File: src/rtl/cpu_pkg.sv
`default_nettype none
// +----------------------------------------------------------------------------+
// | cpu_pkg: condition-flag op encodings, NZCV bit positions, capture stage type |
// | Rev 1.0                                                                      |
// +----------------------------------------------------------------------------+
package cpu_pkg;

    localparam logic [1:0] FLAG_OP_ADD   = 2'b00;
    localparam logic [1:0] FLAG_OP_SUB   = 2'b01;
    localparam logic [1:0] FLAG_OP_AND   = 2'b10;
    localparam logic [1:0] FLAG_OP_OTHER = 2'b11;

    localparam int FLAG_N = 3;
    localparam int FLAG_Z = 2;
    localparam int FLAG_C = 1;
    localparam int FLAG_V = 0;

    // Only the sign bits and the zero indication are needed to derive NZCV later.
    typedef struct packed {
        logic [1:0] op;
        logic       a_msb;
        logic       b_msb;
        logic       res_msb;
        logic       res_zero;
        logic       cout;
    } flag_stage_t;

endpackage
`default_nettype wire

File: src/rtl/nzcv_compute.sv
`default_nettype none
// +----------------------------------------------------------------------------+
// | nzcv_compute: combinational NZCV derivation from a captured flag stage       |
// | Rev 1.0                                                                      |
// +----------------------------------------------------------------------------+
module nzcv_compute
    import cpu_pkg::*;
(
    input  logic        [0:0] c_cur_i,
    input  logic        [0:0] v_cur_i,
    input  flag_stage_t       stage_i,
    output logic        [3:0] flags_o
);

    always_comb begin
        flags_o         = 4'b0000;
        flags_o[FLAG_N] = stage_i.res_msb;
        flags_o[FLAG_Z] = stage_i.res_zero;
        case (stage_i.op)
            FLAG_OP_ADD: begin
                flags_o[FLAG_C] = stage_i.cout;
                flags_o[FLAG_V] = (stage_i.a_msb == stage_i.b_msb) &&
                                  (stage_i.res_msb != stage_i.a_msb);
            end
            FLAG_OP_SUB: begin
                // b is captured un-inverted, so signed overflow needs differing signs.
                flags_o[FLAG_C] = stage_i.cout;
                flags_o[FLAG_V] = (stage_i.a_msb != stage_i.b_msb) &&
                                  (stage_i.res_msb != stage_i.a_msb);
            end
            FLAG_OP_AND: begin
                flags_o[FLAG_C] = 1'b0;
                flags_o[FLAG_V] = 1'b0;
            end
            default: begin
                flags_o[FLAG_C] = c_cur_i[0];
                flags_o[FLAG_V] = v_cur_i[0];
            end
        endcase
    end

endmodule
`default_nettype wire

File: src/rtl/nzcv_flag_unit.sv
`default_nettype none
// +----------------------------------------------------------------------------+
// | nzcv_flag_unit: capture/commit of ALU condition flags, forwarding, MSR write |
// | Rev 1.0                                                                      |
// +----------------------------------------------------------------------------+
module nzcv_flag_unit
    import cpu_pkg::*;
#(
    parameter int DW    = 64,
    parameter int CNT_W = 16
) (
    input  logic             clk,
    input  logic             rst_n,
    input  logic             alu_valid,
    input  logic             alu_setflags,
    input  logic [1:0]       alu_op,
    input  logic [DW-1:0]    alu_a,
    input  logic [DW-1:0]    alu_b,
    input  logic [DW-1:0]    alu_result,
    input  logic             alu_cout,
    input  logic             flush,
    input  logic             nzcv_wr_en,
    input  logic [3:0]       nzcv_wr_data,
    output logic             N,
    output logic             Z,
    output logic             C,
    output logic             V,
    output logic [3:0]       nzcv_fwd,
    output logic             flags_pending,
    output logic [CNT_W-1:0] commit_cnt
);

    flag_stage_t      stage_q, stage_d;
    logic             stage_valid_q, stage_valid_d;
    logic [3:0]       nzcv_q, nzcv_d;
    logic [CNT_W-1:0] cnt_q, cnt_d;

    logic             w_capture;
    logic             w_commit;
    logic [3:0]       w_flags;
    logic             w_unused_bits;

    assign w_unused_bits = ^{alu_a[DW-2:0], alu_b[DW-2:0]};

    assign w_capture = alu_valid & alu_setflags & ~flush;
    assign w_commit  = stage_valid_q & ~flush;

    nzcv_compute u_compute (
        .c_cur_i (nzcv_q[FLAG_C]),
        .v_cur_i (nzcv_q[FLAG_V]),
        .stage_i (stage_q),
        .flags_o (w_flags)
    );

    always_comb begin
        stage_valid_d = w_capture;
        stage_d       = stage_q;
        if (w_capture) begin
            stage_d.op       = alu_op;
            stage_d.a_msb    = alu_a[DW-1];
            stage_d.b_msb    = alu_b[DW-1];
            stage_d.res_msb  = alu_result[DW-1];
            stage_d.res_zero = (alu_result == '0);
            stage_d.cout     = alu_cout;
        end

        // MSR is younger than the committing op, so it takes priority.
        nzcv_d = nzcv_q;
        if (nzcv_wr_en) begin
            nzcv_d = nzcv_wr_data;
        end else if (w_commit) begin
            nzcv_d = w_flags;
        end

        cnt_d = w_commit ? cnt_q + 1'b1 : cnt_q;
    end

    always_ff @(posedge clk or negedge rst_n) begin
        if (!rst_n) begin
            stage_q       <= '0;
            stage_valid_q <= 1'b0;
            nzcv_q        <= 4'b0000;
            cnt_q         <= '0;
        end else begin
            stage_q       <= stage_d;
            stage_valid_q <= stage_valid_d;
            nzcv_q        <= nzcv_d;
            cnt_q         <= cnt_d;
        end
    end

    assign N             = nzcv_q[FLAG_N];
    assign Z             = nzcv_q[FLAG_Z];
    assign C             = nzcv_q[FLAG_C];
    assign V             = nzcv_q[FLAG_V];
    assign nzcv_fwd      = w_commit ? w_flags : nzcv_q;
    assign flags_pending = w_commit;
    assign commit_cnt    = cnt_q;

endmodule
`default_nettype wire

File: config.mk
export PLATFORM = sky130hd
export DESIGN_NAME = nzcv_flag_unit
export DESIGN_NICKNAME = d
export VERILOG_FILES = /design/src/rtl/cpu_pkg.sv /design/src/rtl/nzcv_compute.sv /design/src/rtl/nzcv_flag_unit.sv
export SDC_FILE = /design/constraint.sdc
export NUM_CORES = 1
export LEC_CHECK = 0
export CORE_AREA = 2 2 90 92
export DETAILED_ROUTE_END_ITERATION = 8
export DIE_AREA = 0 0 92 94
export PLACE_DENSITY = 0.81
export SLEW_MARGIN = 10
export SYNTH_ARGS = -nofsm -noshare
export SYNTH_HDL_FRONTEND = slang
export SYNTH_SLANG_ARGS = --single-unit
File: constraint.sdc
create_clock -name clk -period 1.9 [get_ports clk]
set_input_delay 0.285 -clock clk [delete_from_list [all_inputs] [get_ports clk]]
set_output_delay 0.285 -clock clk [all_outputs]
set_load 0.05 [all_outputs]
Yosys cells after proc, flatten, opt, wreduce, memory -nomap -nowiden
Index checks and enable logic that the tools add are counted.
{"block": "totals", "regBits": 28, "input_bits": 205, "out_inout_bits": 25, "elab_cells": 26}
{"block": "op_classes", "n_addsub": 1, "n_eq_ne": 5, "mux": 3, "bitwise_logic": 4, "n_reduce_logical": 4}
{"operator": "$logic_not 64->1", "n": 1}
{"operator": "$add 16x1->16 const B", "n": 1}
{"operator": "$mux 4", "n": 2}
{"operator": "$pmux 2 s3", "n": 1}
{"operator": "$and 1x1->1", "n": 3}
{"operator": "$eq 2x1->1 const B", "n": 1}
{"operator": "$eq 2x2->1 const B", "n": 1}
{"operator": "$logic_and 1x1->1", "n": 2}
{"operator": "$logic_not 2->1", "n": 1}
{"operator": "$ne 1x1->1", "n": 2}
{"operator": "$eq 1x1->1", "n": 1}
{"operator": "$not 1->1", "n": 1}

Logic depth before layout (Yosys ltp)
Gate-level depths: netlist (run 1).
{"block": "logic_depth", "depth_word": 5, "mapped_depth": 5, "depth_no_buf": 5}

By module
From an unflattened synthesis (run 1), not the netlist that was laid out.
{"block": "hier_totals", "cells_unflattened": 146, "area_unflattened_um2": 1467.7}
{"mod": "nzcv_flag_unit", "instances": 1, "cells_each": 135, "area_per_inst_um2": 1397.6}
{"mod": "nzcv_compute", "instances": 1, "cells_each": 11, "area_per_inst_um2": 70.1}

Worst setup path after synthesis (run 1)
Ideal clock, no wire load.
{"block": "synth_path", "kind": "reg-to-reg", "from": "register stage_valid_q", "to": "register nzcv_q[1]", "setup_time_ps": 125, "arrival_time_ps": 1576, "t_required_ps": 1775, "path_slack_ps": 199, "path_stages_with_launch": 6, "path_buffers": 1, "period_less_slack_ps": 1701, "path_cell_list": "dfrtp_1 > nor2b_1 > buf_4 > nor2b_1 > a22o_1 > mux2_2"}
{"block": "synth_between", "elab_chain_len": 3}
{"element": "start: declaration", "line_no": "nzcv_flag_unit.sv:34", "source": "logic stage_valid_q, stage_valid_d;"}
{"element": "start signal: assignment", "line_no": "nzcv_flag_unit.sv:86", "source": "stage_valid_q <= stage_valid_d;"}
{"element": "$and 1x1->1", "line_no": "nzcv_flag_unit.sv:46", "source": "assign w_commit = stage_valid_q & ~flush;"}
{"element": "named net flags_pending", "line_no": "nzcv_flag_unit.sv:29", "source": "output logic flags_pending,"}
{"element": "$mux 4"}
{"element": "named net nzcv_fwd[1]", "line_no": "nzcv_flag_unit.sv:28", "source": "output logic [3:0] nzcv_fwd,"}
{"element": "$mux 4"}
{"element": "named net nzcv_d[1]", "line_no": "nzcv_flag_unit.sv:35", "source": "logic [3:0] nzcv_q, nzcv_d;"}
{"element": "end signal: assignment", "line_no": "nzcv_flag_unit.sv:87", "source": "nzcv_q <= nzcv_d;"}
{"element": "end: declaration", "line_no": "nzcv_flag_unit.sv:35"}
The timed path passes the listed nets, and every way through them passes these cells.
A chain may end at the register's enable or synchronous reset.

Final worst setup path (run 1)
{"block": "layout_path", "from": "register cnt_q[11], in the netlist commit_cnt[11]", "to": "output port commit_cnt[11]"}
{"element": "start: declaration", "line_no": "nzcv_flag_unit.sv:36", "source": "logic [CNT_W-1:0] cnt_q, cnt_d;"}
{"element": "start signal: assignment", "line_no": "nzcv_flag_unit.sv:88", "source": "cnt_q <= cnt_d;"}
{"element": "end: declaration", "line_no": "nzcv_flag_unit.sv:30", "source": "output logic [CNT_W-1:0] commit_cnt"}
No word-level cell between the ends.

==> results of run 1 <==
## through the flow
| stage | instance area (um2) | utilization [%] | TNS [ps] |
|---|---|---|---|
| after detailed placement | 2580 | 33.9 | -293 |
| after global routing | 2670 | 35.1 | 0 |
| after floorplan | 1380 | - | 0 |
| final | 2670 | 35.1 | 0 |
| after global placement | 2580 | 33.9 | -274 |
| after CTS | 2660 | 35.0 | 0 |
## power by group
part           switching (mW)  total, mW  internal [mW]
Sequential             0.0862      0.750          0.664
Clock                   0.176      0.458          0.282
Combinational           0.335      0.655          0.319
Total                   0.598       1.86           1.27
## routing by layer
metal,global-route usage (%),share of wire (%),up-vias
met5,0,0,-
li1,-,-,684
met1,12.6,42,631
met3,2.97,9.1,0
met2,19.4,49,96
met4,0.373,0,0
## registers in the layout (all words and copies together), names as in the netlist
name,count
stage_q,7
nzcv_q,4
stage_valid_q,1
commit_cnt,16
## final cells by class
type	count	area share (%)
Clock buffer	3	1.54
Clock inverter	1	1.12
Inverter	2	0.281
Multi-Input combinational cell	95	25.0
Sequential cell	28	26.2
Tap cell	102	4.77
Timing Repair Buffer	109	41.0
## cell usage after synthesis
master / n
a22o_1: 3
and3_1: 4
buf_4: 1
dfrtp_1: 28
ha_1: 1
inv_1: 2
mux2_2: 8
mux2i_1: 1
nand2_1: 22
nand2b_1: 2
nand3_1: 4
nand3b_1: 2
nand4_1: 5
nand4_4: 1
nand4b_1: 1
nor2_1: 2
nor2b_1: 2
nor3_1: 2
nor4_1: 18
nor4_4: 1
xnor2_1: 11
xor2_1: 5
## cell families after synthesis
kind of cell | count (synthesis) | share of synthesized area, %
compound gates | 3 | 1.91
xor+xnor | 16 | 10.2
fa+ha+maj | 1 | 0.910
buf+inv | 3 | 1.09
flops | 28 | 51.0
mux | 9 | 7.28
simple gates | 66 | 27.7
## what timing repair did
action                                  in CTS  in global routing
pin swaps                                    0                  1
endpoints found under the setup margin       4                  5
endpoints found under the hold margin        0                  0
setup buffers                                1                  0
gates resized for setup                      2                  4
## worst max-delay path by stage
stage | startpoint | endpoint | slack (ps) | cells after the start
2_1_floorplan | stage_valid_q | nzcv_q[1] | 200 | 5
3_3_place_gp | flush | nzcv_fwd[2] | -80 | 5
3_5_place_dp | flush | nzcv_fwd[2] | -80 | 5
4_1_cts | stage_valid_q | nzcv_fwd[1] | 30 | 5
5_1_grt | stage_valid_q | nzcv_fwd[1] | 8 | 5
6_report | commit_cnt[11] | commit_cnt[11] | 80 | 1
==> metrics.md, run 1 <==
| Metric | Value |
|---|---|
| Status | complete, no violations |
| Final worst setup slack | 80.3 ps |
| P per Cell Area | between 600 and 700 nW/um2 |
| Crit Path Max Fanout | 5 |
| Pin count of the biggest net entering global routing | 29 |
| Post-Syn Area | between 1000 and 1500 um2 |
| Worst EP arrival | between 1500 and 2000 ps |
| Initial antenna violation count | 0 |
| R2r startpoint | commit_cnt[2] |
| Final Power | 1.86 mW |
| # nets final | about 450 |
| Tot GR Track Use | about a tenth |
| Routed WL | roughly 4.5 mm |
| Sequential Area | 701 um2 |
| Post-CTS Hold Fix Bufs | 0 |
| Routed len/inst | 13.1 um |
| Die W | 92 um |
| Cells on worst reg2reg path | 4 |
| Synth warn | 0 |
| CP Buf/Inv Count | 1 |
| DP Wirelength | 3.96 mm |
| Tmin final | 1820 ps |
| Rel. slew slack | around two thirds |
| Multi-input gate area | roughly 670 um2 |
| Final Hold Fails | 0 |
| Die extent in y | 94 um |
| Worst skew pair latency | 270 ps |
| TritonCTS clock tree | done |
| CP max stage delay | 840 ps |
| Max clock buf depth | 2 |
| Worst path slowest cell | clkdlybuf4s50_1 |
| Most common cell after layout, fill and taps aside | clkdlybuf4s50_1 |
| Initial Util | 18.1% |
| IO Port Bufs | 103 |
| Slew @ Worst Pin | 520 ps |
| Site Rows | 32 |
| Layout cells sized above 1 | 12.6% |
| CP Data Required Time | 1620 ps |
| Max VDD drop | 0.000385 V |
| Setup crit end kind | output port |
| First-pass DRT Iterations | 4 |
| Area leader, netlist | dfrtp_1 |
| Slew Limit Fails | 0 |
| Placement Setup Slack | -76.6 ps |
| Total of max-cap violations | 0 |
| DRT iter0 DRCs | 21 |
| First-pass GRT wire length | 7.01 mm |
| Seq cells post-synth | 28 |
| Gate count of the mapped netlist | between 100 and 150 |
| CTS H-tree depth | 1 |
| Fin crit share | 95.8% |
| Skew final | ~1.9 ps |
| Static Leakage | 1.15 nW |
| Die ar. | about 8600 um2 |
| GRT Residual Overflow | 0 |
| I/O pin count | 230 |
| Post-DR vias/cell | 4.15 |
| Clock transition at path regs | 90 ps |
| Critical path's top delay family | buffers and inverters |
| Final setup vio count | 0 |
| Top cell type's share of synthesized area | 51.0% |
| Synthesized Nets | 332 |
| DRC | 0 |
| CTS buffer count | 3 |
| Syn Area/Cell | 10.9 um2 |
| Critical-path cell list | clkdlybuf4s50_1 |
| Vias in the first global route | approximately 1500 |
| RD Place Congestion | 0.813 |
| F_max | about 550 MHz |
| Core area | 7610 um2 |
| Final Non-Filler Cells | between 300 and 400 |
| Hold crit path type | input pin to async pin |
| Antenna fix cells | 0 |
| Cells after DPL | 335 |
| Reg2reg end | commit_cnt[12] |
| Vias | 1411 |
| Slack of the worst reg-to-reg path | 350 ps |
| Sequential share of the synthesized area | 51.0% |
| Antenna Nets Post-Route | 0 |
| RSZ-0062 raised after global routing | no |
| Crit Path Class | flop to output port |
| Worst hold margin | between 300 and 400 ps |
| Num Clock Sinks | 28 |
| Root buf cell | clkbuf_8 |
| Leading cell types by total area after synthesis | dfrtp_1 51%, nor4_1 8.2%, xnor2_1 7.0%, mux2_2 6.6%, nand2_1 6.0% |
| Most frequent cells in the layout | 92 x clkdlybuf4s50_1, 28 x dfrtp_1, 22 x nand2_1, 18 x nor4_1 |
| Number of library cell types mapped by synthesis | 22 |
| Filler Cell Count | 750 |
| Area delta synth->final | 94.4% |
| Startpoint types | flop |
Power figures use the tool's default switching activity.
==> run 2: changes to the inputs <==
CORE_AREA = 2 2 89 91   (was 2 2 90 92)
DIE_AREA = 0 0 91 93   (was 0 0 92 94)
DONT_BUFFER_PORTS = 1   (was not set)
PLACE_DENSITY = 0.43   (was 0.81)
==> metrics.md, run 2 (same netlist as run 1, synthesis figures left out) <==
| Metric | Value |
|---|---|
| Largest register FFs | 16 |
| Worst skew pair latency | 270 ps |
| First-pass GRT wire length | 5.73 mm |
| Core area | 7530 um2 |
| Rel. slew slack | between 60% and 70% |
| Tmin final | around 1800 ps |
| Routed WL | roughly 4 mm |
| CP max stage delay | roughly 420 ps |
| Slew Limit Fails | 0 |
| GRT Residual Overflow | 0 |
| Initial Util | roughly 18% |
| Max VDD drop | 0.000193 V |
| F_max | 561 MHz |
| CTS buffer count | 3 |
| Vias in the first global route | 1193 |
| Critical-path cell list | xnor2_1 -> mux2i_1 -> a22o_1 -> buf_12 |
| CP Buf/Inv Count | 1 |
| Cells after DPL | 252 |
| # nets final | 363 |
| DP Wirelength | 3.33 mm |
| P per Cell Area | 869 nW/um2 |
| Post-DR vias/cell | 4.41 |
| Tot GR Track Use | 8.90% |
| Initial antenna violation count | 0 |
| RSZ-0062 raised after global routing | no |
| Critical path's top delay family | flip-flops |
| TritonCTS clock tree | done |
| Clock transition at path regs | 90 ps |
| Area delta synth->final | 31.9% |
| Crit Path Class | flop to output port |
| Setup crit end kind | output port |
| Most common cell after layout, fill and taps aside | dfrtp_1 |
| Static Leakage | 0.813 nW |
| Die extent in y | 93 um |
| Layout cells sized above 1 | 26.5% |
| Antenna Nets Post-Route | 0 |
| Startpoint types | flop |
| Vias | 1134 |
| First-pass DRT Iterations | 4 |
| Skew final | 1.94 ps |
| Worst path slowest cell | dfrtp_1 |
| Final setup vio count | 0 |
| Status | complete, no violations |
| Most frequent cells in the layout | 28 x dfrtp_1, 22 x nand2_1, 21 x buf_4, 18 x nor4_1, 11 x xnor2_1 |
| DRC | 0 |
| Pin count of the biggest net entering global routing | 29 |
| IO Port Bufs | 0 |
| Num Clock Sinks | 28 |
| Worst EP arrival | 1500 ps |
| Die W | 91 um |
| Total of max-cap violations | 0 |
| DRT iter0 DRCs | 13 |
| Slew @ Worst Pin | 513 ps |
| Die ar. | 8460 um2 |
| Hold crit path type | input pin to flop |
| RD Place Congestion | 0.826 |
| Setup TNS | 0 ps |
| Antenna fix cells | 0 |
| Site Rows | 32 |
| Crit Path Max Fanout | 3 |
| Final Non-Filler Cells | 257 |
| Max clock buf depth | 2 |
| Fin crit share | 93.7% |
| I/O pin count | 230 |
| Root buf cell | clkbuf_8 |
| Final Hold Fails | 0 |
| Routed len/inst | roughly 15 um |
| CP Data Required Time | 1620 ps |
| CTS H-tree depth | 1 |
==> run 2: cell types whose count changed in the layout (fill, tap and decap cells not counted) <==
cell             change
dlygate4sd3_1        +1
clkdlybuf4s50_1     -92
buf_4               +10
buf_12               +2
dlymetal6s2s_1       -2
dlygate4sd2_1        -1
bufinv_16            -1
==> run 2: worst paths after layout <==
kind / from / end / slack [ps] / cells past startpoint
min in group asynchronous: rst_n / commit_cnt[12] / 440 / 2
setup / recovery: stage_q[5] / nzcv_fwd[0] / 120 / 4
hold reg to reg: stage_q[0] / stage_q[0] / 500 / 2
max in group asynchronous: rst_n / nzcv_q[2] / 1300 / 2
setup reg to reg: commit_cnt[0] / commit_cnt[14] / 400 / 5
hold / removal: alu_cout / stage_q[0] / 110 / 2
==> run 2: layout make-up <==
cell class              count  area (um2)
inverters                   2        7.51
well taps                 102         128
fillers                   832        5710
flip-flops and latches     28         701
repair buffers             27         268
clock buffers               3        41.3
multi-input cells          95         669
==> run 2: repair_timing <==
item | in CTS | in global routing
setup buffers | 0 | 0
setup endpoints to repair | 1 | 2
gates resized for setup | 1 | 1
hold endpoints to repair | 28 | 0
hold buffers | 2 | 0
==> run 2: power breakdown <==
| group | leakage (nW) | switching, mW | internal (mW) |
|---|---|---|---|
| logic | 0.429 | 0.330 | 0.186 |
| clock network | 0.0216 | 0.184 | 0.143 |
| registers | 0.362 | 0.0682 | 0.664 |
| total | 0.813 | 0.583 | 0.993 |
==> run 2: metrics by stage <==
stage	area [um2]	util [%]	worst slack (ps)	hold slack (ps)	power (mW)
floorplan	1380	-	199	-10.6	1.07
global placement	1740	23.1	330	-10.0	1.24
detailed placement	1740	23.1	305	-9.92	1.25
CTS	1810	24.1	82.6	110	1.60
global route	1810	24.1	0.973	93.5	1.67
finish	1810	24.1	119	114	1.58
==> run 2: per-layer routing <==
layer / global-route usage [%] / wire (um) / vias to the layer above
met1: 9.40 / 1580 / 508
met4: 3.79 / 100 / 0
li1: - / - / 519
met5: 0 / 0 / -
met2: 16.4 / 1890 / 99
met3: 2.74 / 370 / 8
==> run 3: changes to the inputs <==
SLEW_MARGIN = 15   (was 10)
==> results of run 3 <==
Same layout as run 2: the final DEF is identical, and so are final timing and power.
